File: src/rtl/tl_pkg.sv
// ---------------------------------------------------------------------------
// Module   : tl_pkg
// Brief    : Shared state encoding and lamp codes for traffic_light_ctrl.
// Revision : 1.0
// ---------------------------------------------------------------------------
`default_nettype none

package tl_pkg;

  typedef enum logic [2:0] {
    ALLRED_A = 3'd0,
    A_GREEN  = 3'd1,
    A_YELLOW = 3'd2,
    ALLRED_B = 3'd3,
    B_GREEN  = 3'd4,
    B_YELLOW = 3'd5,
    WALK     = 3'd6
  } tl_state_e;

  localparam logic [2:0] LAMP_GREEN  = 3'b001;
  localparam logic [2:0] LAMP_YELLOW = 3'b010;
  localparam logic [2:0] LAMP_RED    = 3'b100;

endpackage

`default_nettype wire

File: src/rtl/phase_timer.sv
// ---------------------------------------------------------------------------
// Module   : phase_timer
// Brief    : Elapsed-cycle counter for one phase; strobes done on its last cycle.
// Revision : 1.0
// ---------------------------------------------------------------------------
`default_nettype none

module phase_timer #(
  parameter int CNT_W = 5
) (
  input  logic             clk,
  input  logic             rst_n,
  input  logic             en,
  input  logic             clr,
  input  logic [CNT_W-1:0] last,
  output logic [CNT_W-1:0] count,
  output logic             done
);

  logic [CNT_W-1:0] r_count;

  assign done  = (r_count == last);
  assign count = r_count;

  // Wrapping on done keeps the counter aligned with the state change.
  always_ff @(posedge clk or negedge rst_n) begin
    if (!rst_n) begin
      r_count <= '0;
    end else if (clr) begin
      r_count <= '0;
    end else if (en) begin
      r_count <= done ? '0 : r_count + CNT_W'(1);
    end
  end

endmodule

`default_nettype wire

File: src/rtl/traffic_light_ctrl.sv
// ---------------------------------------------------------------------------
// Module   : traffic_light_ctrl
// Brief    : Two-road intersection sequencer with latched pedestrian walk phase.
// Revision : 1.0
// ---------------------------------------------------------------------------
`default_nettype none

module traffic_light_ctrl
  import tl_pkg::*;
#(
  parameter int GREEN_TICKS  = 10,
  parameter int YELLOW_TICKS = 5,
  parameter int ALLRED_TICKS = 2,
  parameter int WALK_TICKS   = 8,
  parameter int CNT_W        = 5
) (
  input  logic             clk,
  input  logic             rst_n,
  input  logic             enable,
  input  logic             ped_req,
  output logic [2:0]       light_a,
  output logic [2:0]       light_b,
  output logic             ped_walk,
  output logic             ped_ack,
  output logic [CNT_W-1:0] count,
  output logic [2:0]       phase
);

  generate
    if ((GREEN_TICKS < 1) || (YELLOW_TICKS < 1) || (ALLRED_TICKS < 1) || (WALK_TICKS < 1) ||
        (GREEN_TICKS > (1 << CNT_W)) || (YELLOW_TICKS > (1 << CNT_W)) ||
        (ALLRED_TICKS > (1 << CNT_W)) || (WALK_TICKS > (1 << CNT_W))) begin : g_bad_params
      $fatal(1, "traffic_light_ctrl: phase durations must be >=1 and fit in CNT_W");
    end
  endgenerate

  localparam logic [CNT_W-1:0] c_green_last  = CNT_W'(GREEN_TICKS - 1);
  localparam logic [CNT_W-1:0] c_yellow_last = CNT_W'(YELLOW_TICKS - 1);
  localparam logic [CNT_W-1:0] c_allred_last = CNT_W'(ALLRED_TICKS - 1);
  localparam logic [CNT_W-1:0] c_walk_last   = CNT_W'(WALK_TICKS - 1);

  tl_state_e        r_state;
  tl_state_e        w_next;
  logic             r_ped_pending;
  logic             r_ret_b;
  logic             r_ped_ack;
  logic             w_done;
  logic             w_enter_walk;
  logic [CNT_W-1:0] w_last;

  always_comb begin
    w_last = c_allred_last;
    case (r_state)
      A_GREEN, B_GREEN:   w_last = c_green_last;
      A_YELLOW, B_YELLOW: w_last = c_yellow_last;
      WALK:               w_last = c_walk_last;
      default:            w_last = c_allred_last;
    endcase
  end

  phase_timer #(
    .CNT_W(CNT_W)
  ) u_timer (
    .clk  (clk),
    .rst_n(rst_n),
    .en   (enable),
    .clr  (~enable),
    .last (w_last),
    .count(count),
    .done (w_done)
  );

  always_ff @(posedge clk or negedge rst_n) begin
    if (!rst_n) begin
      r_state <= ALLRED_A;
    end else begin
      r_state <= w_next;
    end
  end

  always_comb begin
    w_next = r_state;
    if (!enable) begin
      w_next = ALLRED_A;
    end else if (w_done) begin
      case (r_state)
        ALLRED_A: w_next = r_ped_pending ? WALK : A_GREEN;
        A_GREEN:  w_next = A_YELLOW;
        A_YELLOW: w_next = ALLRED_B;
        ALLRED_B: w_next = r_ped_pending ? WALK : B_GREEN;
        B_GREEN:  w_next = B_YELLOW;
        B_YELLOW: w_next = ALLRED_A;
        WALK:     w_next = r_ret_b ? B_GREEN : A_GREEN;
        default:  w_next = ALLRED_A;
      endcase
    end
  end

  assign w_enter_walk = (w_next == WALK) && (r_state != WALK);

  // Entering WALK serves the request, so the clear beats a coincident ped_req.
  always_ff @(posedge clk or negedge rst_n) begin
    if (!rst_n) begin
      r_ped_pending <= 1'b0;
      r_ret_b       <= 1'b0;
      r_ped_ack     <= 1'b0;
    end else begin
      r_ped_ack <= w_enter_walk;
      if (w_enter_walk) begin
        r_ped_pending <= 1'b0;
        r_ret_b       <= (r_state == ALLRED_B);
      end else if (ped_req && (r_state != WALK)) begin
        r_ped_pending <= 1'b1;
      end
    end
  end

  always_comb begin
    light_a  = LAMP_RED;
    light_b  = LAMP_RED;
    ped_walk = 1'b0;
    case (r_state)
      A_GREEN:  light_a  = LAMP_GREEN;
      A_YELLOW: light_a  = LAMP_YELLOW;
      B_GREEN:  light_b  = LAMP_GREEN;
      B_YELLOW: light_b  = LAMP_YELLOW;
      WALK:     ped_walk = 1'b1;
      default:  ;
    endcase
  end

  assign ped_ack = r_ped_ack;
  assign phase   = r_state;

endmodule

`default_nettype wire

File: config.mk
export PLATFORM = sky130hd
export DESIGN_NAME = traffic_light_ctrl
export DESIGN_NICKNAME = d
export VERILOG_FILES = /design/src/rtl/tl_pkg.sv /design/src/rtl/phase_timer.sv /design/src/rtl/traffic_light_ctrl.sv
export SDC_FILE = /design/constraint.sdc
export NUM_CORES = 1
export LEC_CHECK = 0
export BUFFER_PORTS_ARGS = -buffer_cell sky130_fd_sc_hd__buf_2
export CAP_MARGIN = 20
export CORE_UTILIZATION = 41
export DETAILED_ROUTE_END_ITERATION = 10
export PLACE_DENSITY = 0.68
export SLEW_MARGIN = 25
export SYNTH_ARGS = -nofsm -noshare
export SYNTH_HDL_FRONTEND = slang
export SYNTH_SLANG_ARGS = --single-unit
File: constraint.sdc
create_clock -name clk -period 2.11 [get_ports clk]
set_clock_uncertainty 0.1 [all_clocks]
set_input_delay 0.422 -clock clk [delete_from_list [all_inputs] [get_ports clk]]
set_output_delay 0.422 -clock clk [all_outputs]
set_load 0.1 [all_outputs]
==> results of run 1 <==
==> power by group <==
group / internal (µW) / leakage (µW) / switching [µW]
sequential: 263 / 0.000141 / 57.4
combinational: 441 / 0.000375 / 847
clock: 70.0 / 0.0000177 / 72.5
total: 774 / 0.000533 / 977
==> final timing paths <==
| kind | slack [ns] | endpoint |
|---|---|---|
| max | -0.10 | r_ret_b |
| min | 0.32 | r_ped_pending |
| max reg2reg | -0.10 | r_ret_b |
| min reg2reg | 0.46 | r_ret_b |
| max in group asynchronous | 1.22 | phase[1] |
| min in group asynchronous | 0.46 | phase[2] |
==> per-stage QoR <==
| step | worst slack (ns) | TNS, ns | cell area (µm²) | total power (µW) |
|---|---|---|---|---|
| 5_1_grt | -0.154 | -0.591 | 1170 | 1820 |
| 3_3_place_gp | -0.113 | -0.251 | 1030 | 1470 |
| 4_1_cts | -0.129 | -0.199 | 1120 | 1680 |
| 3_5_place_dp | -0.150 | -0.525 | 1030 | 1490 |
| 6_report | -0.104 | -0.208 | 1170 | 1750 |
| 2_1_floorplan | -0.540 | -3.74 | 748 | 1170 |
==> registers in the layout, summed over array words and instances, names as in the netlist <==
name           count
ped_ack            1
phase              3
r_ped_pending      1
r_ret_b            1
u_timer.count      5
==> cell families (layout without fill, tap and decap cells) <==
kind of cell / after synthesis / in the layout / share of synthesized area [%]
and+or+nand+nor: 37 / 37 / 30.8
AOI/OAI and AO/OA: 13 / 13 / 13.5
DFF: 11 / 11 / 40.6
buffers and inverters: 7 / 46 / 4.80
xor gates and xnor gates: 4 / 4 / 5.17
muxes: 2 / 2 / 3.32
adders and majority gates: 1 / 1 / 1.84
==> cell usage in the layout, fill, tap and decap left out, types with 2 or more instances in the layout <==
master	n
xor2_1	2
a21oi_1	3
nor2_4	4
dfrtp_1	8
buf_6	6
nand3_1	5
nand2_4	2
xnor2_1	2
nand3b_1	2
dfrtp_4	2
clkbuf_4	3
o21ai_1	3
nor2_1	8
buf_2	13
nand2_1	4
buf_12	6
o21ai_0	2
buf_4	13
==> synth_stat cells, drive strengths merged, types with 2 or more instances <==
cell / n / share of area (%)
nor2: 13 / 7.2
dfrtp: 11 / 41
nand2: 6 / 3.3
nand3: 5 / 3.7
o21ai: 5 / 3.7
a21oi: 3 / 2.2
buf: 3 / 2.6
inv: 3 / 1.7
mux2: 2 / 3.3
nand3b: 2 / 2.2
nor4b: 2 / 3.5
xnor2: 2 / 2.6
xor2: 2 / 2.6
==> critical path, stage by stage, from the launching register on <==
cell,delay [ns]
dfrtp_4,0.48
or2b_4,0.26
xnor2_1,0.12
or3_1,0.34
a311o_4,0.35
nor3_4,0.15
mux2_4,0.31
==> timing repair <==
item	in CTS	in global routing
pin swaps	3	4
setup buffers	3	3
resized for setup	6	8
hold buffers	1	0
endpoints found under the hold margin	11	0
setup endpoints to repair	11	12
==> cell type report <==
type                       count  share of cell area, %
clock buffer                   3                   1.93
clock inverter                 1                  0.428
inverter                       3                   1.28
multi-input combinational     57                   39.6
sequential                    11                   24.3
tap                           16                   1.71
timing repair buffer          39                   30.8
==> layer usage <==
layer	track usage (%)	vias up	part of all wire (%)
li1	-	341	-
met1	29.4	344	47
met4	5.63	0	0.61
met3	2.55	2	2.6
met2	34.8	14	49
met5	0	-	0
==> metrics.yaml, run 1 <==
finish:
  fin_nets: 120
  drive_above_1_share_pct: 57.0
  fin_cells: 130
  fillers: 106
  regArea_um2: 284
  area_growth_pct: 72.5
  multi_input_area_um2: 463
  final_core_util_pct: 76.8
  antenna_cells: 0
sta:
  rsz0062_at_grt: "yes"
  slew_headroom_pct: 67.8
  whs_ns: 0.318
  period_share_pct: 105
  fmax_ghz: 0.452
  min_period_ns: 2.21
  fin_ws_ns: -0.104
  hold_viol_final: 0
  finalSetupViolCount: 4
  slew_viol_final: 0
  tightest_slew_ns: 0.486
grt:
  grt_pass1_wl_mm: 2.93
  grt_usage_pct: 21.1
  antenna_found_initial: 0
  grt_overflow: 0
  grt_max_degree: 13
  grt_pass1_vias: 662
worst_setup_path:
  critPathCaptureType: "register"
  worstPathMaxFanout: 2
  cp-start-kind: "register"
  r2r_cells: 6
  worst-setup-path-type: "reg -> reg"
  timing.rr.start: "phase[1]"
  crit_required_ns: 2.17
  worstPathArrival_ns: 2.27
  crit_path_start: "phase[1]"
yosys:
  yosysUniqueCellTypes: 33
  ys_ff_latch: 11
  ys.flop_type: "dfrtp_1"
  synthCells: 75
  yosysWarnings: 0
  async_flop_share_pct: 100
  avgSynthCellArea_um2: 9.04
  syn-cell-area_um2: 678
  synth_edf_count: 0
  ys_seq_area_share_pct: 40.6
  syn_nets: 80
cts:
  cts.clk_slew.worst_paths_ns: 0.07
  cts_tree: "done"
  clk_path_buf_depth: 2
  cts_root_buf: "clkbuf_4"
  cts_made_buffers: 3
  htreeDepth: 1
  cts_sinks: 11
  clk_latency_ns: 0.26
detailed_routing:
  drtIter0Drc: 5
  drt-total-wl_mm: 1.82
  ant_nets: 0
  routedWlPerCell_um: 14.0
  firstDrtPassIters: 4
  via_per_inst: 5.39
  drc: 0
  vias: 701
place:
  io_buffers: 19
  dpl.cell_count: 120
  gp_congestion: 0.872
  place.detailed.hpwl_mm: 1.29
floorplan:
  std_cell_rows: 14
  die_width_um: 42.7
  dieArea_mm2: 0.00182
  ios: 20
  core_region_area_mm2: 0.00152
  die_h_um: 42.7
  initial_core_util_pct: 44.5
hold_path:
  hold_depth: 3
  hold_path_class: "in -> reg"
  min-delay-start: "ped_req"
pwr:
  p_per_area_mw_per_mm2: 1500
  ir_drop_mv: 1.15
  p_leak_uw: 0.000533
status:
  violations: "negative setup slack"
  status: "finished with violations"
run:
  maxCapViolations: 0
Note: power is estimated with default switching activity, not from simulation.
==> run 2, diff against run 1 <==
--- a/config.mk
+++ b/config.mk
@@ -10,5 +10,5 @@
 export CORE_UTILIZATION = 41
 export DETAILED_ROUTE_END_ITERATION = 10
-export PLACE_DENSITY = 0.68
+export PLACE_DENSITY = 0.66
 export SLEW_MARGIN = 25
 export SYNTH_ARGS = -nofsm -noshare
==> constraint.sdc (replaced) <==
create_clock -name clk -period 2.5 [get_ports clk]
set_clock_uncertainty 0.1 [all_clocks]
set_input_delay 0.125 -clock clk [delete_from_list [all_inputs] [get_ports clk]]
set_output_delay 0.125 -clock clk [all_outputs]
set_load 0.1 [all_outputs]
==> run 2 against run 1 <==
  * The flow now finishes without violations
  * Critical path depth stayed put
  * Highest routed layer unchanged
  * Maximum frequency is 6.9% lower
  * Worst hold slack worse by 0.24 ns
  * Worst setup slack better by 0.23 ns
  * Cell count is 11% lower
  * Critical endpoint unchanged
  * Utilization is 18 points lower
  * Critical path type unchanged
  * Final area is 24% lower
==> metrics.yaml, run 2 (same netlist as run 1, synthesis figures left out) <==
grt:
  grt_pass1_wl_mm: 2.55  # -13%
  grt_max_degree: 15  # +2
  grt_overflow: 0  # unchanged
  antenna_found_initial: 0  # unchanged
  grt_pass1_vias: 552  # -17%
  grt_usage_pct: 19.1  # -2.0 points
cts:
  cts_hold_buf: 2  # +1
  cts_resized: 0  # -6
  cts_root_buf: "clkbuf_4"
  htreeDepth: 1  # unchanged
  cts_sinks: 11  # unchanged
  clk_latency_ns: 0.26  # about the same
  cts_tree: "done"
  postCtsSetupBuffers: 0  # -3
  clk_path_buf_depth: 2  # unchanged
  cts_made_buffers: 3  # unchanged
  cts.clk_slew.worst_paths_ns: 0.07  # about the same
detailed_routing:
  wirelength_met1_um: 779  # -9.4%
  dr_wl_met2_um: 680  # -24%
  ant_nets: 0  # unchanged
  drtIter0Drc: 20  # +15
  route.met3.wl_um: 76  # +58%
  firstDrtPassIters: 4  # unchanged
  drt-total-wl_mm: 1.55  # -14%
  routedWlPerCell_um: 13.4  # -4.1%
  vias: 631  # -10%
  via_per_inst: 5.44  # +0.88%
  drc: 0  # unchanged
  dr.max_layer_used: "met4"
finish:
  drive_above_1_share_pct: 42.0  # -15 points
  largest_reg_flops: 5  # unchanged
  regArea_um2: 282  # -0.88%
  area_growth_pct: 31.4
  design_area_um2: 891  # -24%
  fin_nets: 106  # -12%
  multi_input_area_um2: 403  # -13%
  layout_common_cells: "buf_2, nor2_1, dfrtp_1"
  fillers: 141  # +33%
  antenna_cells: 0  # unchanged
  final_common_cell: "buf_2"
  final_core_util_pct: 58.5  # -18 points
place:
  place.detailed.hpwl_mm: 1.14  # -12%
  gp_congestion: 0.772  # -12%
  dpl_cell_area_um2: 845  # -18%
  io_buffers: 19  # unchanged
  place_ws_ns: 0.147  # +0.297 ns
floorplan:
  ios: 20  # unchanged
  core_region_area_mm2: 0.00152  # unchanged
  die_h_um: 42.7  # unchanged
  die_width_um: 42.7  # unchanged
  std_cell_rows: 14  # unchanged
  initial_core_util_pct: 44.5  # unchanged
  dieArea_mm2: 0.00182  # unchanged
sta:
  fmax_ghz: 0.421  # -6.9%
  period_share_pct: 95.1  # -9.9 points
  finalSetupViolCount: 0  # -4
  rsz0062_at_grt: "no"
  whs_ns: 0.0749  # -0.243 ns
  tightest_slew_ns: 0.487  # +0.00117 ns
  slew_viol_final: 0  # unchanged
  hold_viol_final: 0  # unchanged
  min_period_ns: 2.38  # +0.163 ns
  fin_ws_ns: 0.123  # +0.227 ns
  slew_headroom_pct: 67.8  # -0.077 points
worst_setup_path:
  worstPathArrival_ns: 2.43  # +0.16 ns
  crit_required_ns: 2.55  # +0.38 ns
  slowest_stage: "dfrtp_4"
  worstPathMaxFanout: 3  # +1
  timing.rr.start: "phase[1]"
  critPathCaptureType: "register"
  cp-start-kind: "register"
  crit_path_start: "phase[1]"
  critPathMaxStageDelay_ns: 0.47  # about the same
  critical_path.cell_chain: "or2b_4 > xnor2_1 > or3_1 > a311o_4 > nor3_4 > mux2_4"
  worst-setup-path-type: "reg -> reg"
pwr:
  p_per_area_mw_per_mm2: 1370  # -8.6%
  p_leak_uw: 0.000407  # -24%
  power_uw: 1220  # -30%
  ir_drop_mv: 0.574  # -50%
status:
  status: "finished, final reports clean"
hold_path:
  min-delay-start: "enable"
  hold_path_class: "in -> reg"
run:
  maxCapViolations: 0  # unchanged
run 2: changes by cell type in the layout (fill, tap and decap cells not counted), moves of 2 or more:
cell,change
nor2_4,-2
buf_2,+6
buf_6,-6
buf_12,-6
nand2_4,-2
buf_4,-9
run 2: path summary, 6_finish.rpt:
path,to,slack [ns],depth (start not counted)
worst max-delay path,r_ret_b,0.12,6
worst min-delay path,phase[1],0.07,3
worst max register to register,r_ret_b,0.12,6
worst min register to register,r_ret_b,0.47,1
max in group asynchronous,phase[1],1.91,2
min in group asynchronous,phase[0],0.16,2
run 2: metal layers:
metal	up-vias	GRT usage [%]
met5	-	0
met4	0	11.3
met3	2	2.55
met2	18	24.8
met1	297	29.7
li1	314	-
run 2: final cells by class:
type                            instances  area share (%)
Multi-Input combinational cell         57            45.2
Sequential cell                        11            31.6
Timing Repair Buffer                   25            16.3
Clock buffer                            4            2.95
Tap cell                               16            2.25
Inverter                                3            1.69
run 2: power breakdown:
| group | total [µW] | internal [µW] | switching (µW) |
|---|---|---|---|
| clock network | 118 | 61.6 | 56.8 |
| logic | 824 | 190 | 634 |
| registers | 277 | 220 | 56.6 |
| total | 1220 | 472 | 747 |
run 2: critical path: cells and delay by family, from the launching register on:
family | cells | cell delay, ns
AND/OR/NAND/NOR | 3 | 0.82
flip-flops | 1 | 0.47
AO/OA/AOI/OAI | 1 | 0.43
multiplexers | 1 | 0.31
XOR/XNOR | 1 | 0.12
run 2: through the flow:
| stage | cells | setup TNS (ns) |
|---|---|---|
| 6_report | 116 | 0 |
| 5_1_grt | 116 | 0 |
| 3_5_place_dp | 110 | 0 |
| 4_1_cts | 116 | 0 |
| 3_3_place_gp | 110 | 0 |
| 2_1_floorplan | 75 | -0.337 |
==> run 3, diff against run 2 <==
clock period = 3.1 ns   (was 2.5 ns; I/O delays follow)
==> run 3 against run 2 <==
  * Critical path depth is the same
  * Utilization shrank 3.9 points
  * Routed wire length shrank 7.5%
  * Largest cell class unchanged
  * Global-route usage shrank 0.98 points
  * Worst setup slack gained 0.41 ns
  * Flip-flop and latch count is the same
  * Non-clock buffer count shrank 5
  * First-iteration DRC count shrank 60%
  * Maximum frequency shrank 7.3%
  * Register-to-register slack gained 0.41 ns
  * Worst hold slack lost 0.042 ns
  * Sequential share of layout area grew 1.8 points
==> metrics.yaml, run 3 (same netlist as run 1, synthesis figures left out) <==
detailed_routing:
  drt-total-wl_mm: 1.44  # -7.5%
  ant_nets: 0  # unchanged
  via_per_inst: 5.54  # +1.9%
  drc: 0  # unchanged
  vias: 615  # -2.5%
  drtIter0Drc: 8  # -60%
  routedWlPerCell_um: 12.9  # -3.3%
  firstDrtPassIters: 4  # unchanged
sta:
  min_period_ns: 2.57  # +0.188 ns
  rsz0062_at_grt: "no"
  tightest_slew_ns: 0.496  # +0.00946 ns
  slew_headroom_pct: 67.1  # -0.63 points
  hold_viol_final: 0  # unchanged
  fin_tns_setup_ns: 0  # unchanged
  period_share_pct: 82.7  # -12 points
  slew_viol_final: 0  # unchanged
  fmax_ghz: 0.390  # -7.3%
  finalSetupViolCount: 0  # unchanged
grt:
  grt_overflow: 0  # unchanged
  grt_usage_pct: 18.1  # -0.98 points
  grt_pass1_wl_mm: 2.39  # -6.2%
  antenna_found_initial: 0  # unchanged
  grt_pass1_vias: 506  # -8.3%
  grt_max_degree: 19  # +4
worst_setup_path:
  crit_required_ns: 3.16  # +0.61 ns
  cp-start-kind: "register"
  worstPathMaxFanout: 15  # +12
  worst-setup-path-type: "reg -> reg"
  rr_endpoint: "r_ret_b"
  timing.rr.start: "phase[0]"
  r2r_cells: 6  # unchanged
  reg2reg_slack_ns: 0.53  # +0.41 ns
  critPathCaptureType: "register"
  worstPathArrival_ns: 2.62  # +0.19 ns
floorplan:
  ios: 20  # unchanged
  core_region_area_mm2: 0.00152  # unchanged
  std_cell_rows: 14  # unchanged
  die_width_um: 42.7  # unchanged
  initial_core_util_pct: 44.5  # unchanged
  die_h_um: 42.7  # unchanged
  dieArea_mm2: 0.00182  # unchanged
hold_path:
  hold_depth: 3  # unchanged
  hold_path_class: "in -> reg"
  min_to: "r_ped_pending"
  min-delay-start: "ped_req"
finish:
  final_common_cell: "buf_2"
  drive_above_1_share_pct: 36.8  # -5.2 points
  fillers: 152  # +7.8%
  fin_nets: 101  # -4.7%
  largest_reg_flops: 5  # unchanged
  layout_common_cells: "buf_2, nor2_1, dfrtp_1"
  antenna_cells: 0  # unchanged
  area_growth_pct: 22.5
cts:
  cts.clk_slew.worst_paths_ns: 0.08  # about the same
  clk_latency_ns: 0.28  # +0.02 ns
  cts_resized: 0  # unchanged
  cts_sinks: 11  # unchanged
  htreeDepth: 1  # unchanged
  cts_root_buf: "clkbuf_4"
  postCtsSetupBuffers: 0  # unchanged
  cts_made_buffers: 3  # unchanged
  cts_tree: "done"
  clk_path_buf_depth: 2  # unchanged
run:
  maxCapViolations: 0  # unchanged
place:
  gp_congestion: 0.756  # -2.1%
  place.detailed.hpwl_mm: 1.06  # -6.8%
  io_buffers: 19  # unchanged
status:
  status: "finished, final reports clean"
-- run 3: cell count changes in the layout (fill, tap and decap cells not counted), sizes merged --
cell	before	now
buf	23	19
clkbuf	4	3
clkinv	0	1
dlygate4sd3	2	1
-- run 3: what timing repair did --
action	in CTS	in global routing
hold buffers	1	0
endpoints found under the hold margin	11	0
setup endpoints to repair	0	0
-- run 3: metal layers --
layer / vias to the layer above / part of all wire, % / global-route usage [%]
met1: 291 / 46 / 26.6
li1: 304 / - / -
met2: 15 / 47 / 23.9
met4: 0 / 1.3 / 7.50
met3: 5 / 5.1 / 6.38
met5: - / 0 / 0
-- run 3: per-stage QoR --
stage          utilization [%]  setup slack (ns)  std cells  hold WS [ns]  cell area (µm²)
2_1_floorplan                -            0.0322         75        -0.241              699
3_5_place_dp              52.1             0.540        106       -0.0633              793
3_3_place_gp              52.1             0.587        106       -0.0622              793
6_report                  54.5             0.535        111        0.0332              831
5_1_grt                   54.5             0.425        111        0.0656              831
4_1_cts                   54.5             0.526        111        0.0321              831
-- run 3: worst max path at each step --
stage / start / to / slack [ns] / cells after the start
floorplan: phase[0] / r_ret_b / 0.03 / 6
global placement: phase[0] / r_ret_b / 0.59 / 6
detailed placement: phase[0] / r_ret_b / 0.54 / 6
CTS: phase[0] / r_ret_b / 0.53 / 6
global route: phase[0] / r_ret_b / 0.42 / 6
finish: phase[0] / r_ret_b / 0.53 / 6
-- run 3: final cells by class --
type	instances	area, µm²	share of cell area (%)
inverters	3	15.0	1.81
multi-input cells	57	385	46.4
well taps	16	20.0	2.41
flip-flops and latches	11	278	33.4
clock inverters	1	5.00	0.602
repair buffers	20	105	12.7
clock buffers	3	22.5	2.71
-- run 3: worst max-delay path, stage by stage (launching register included) --
cell	delay [ns]
dfrtp_1	0.61
or2b_2	0.38
xnor2_1	0.13
or3_1	0.32
a311o_4	0.37
nor3_4	0.20
mux2_1	0.33
Power of run 3 is left out: the tool's default activity adds up to more than one toggle a clock period on the data nets, which glitch-free logic cannot reach.
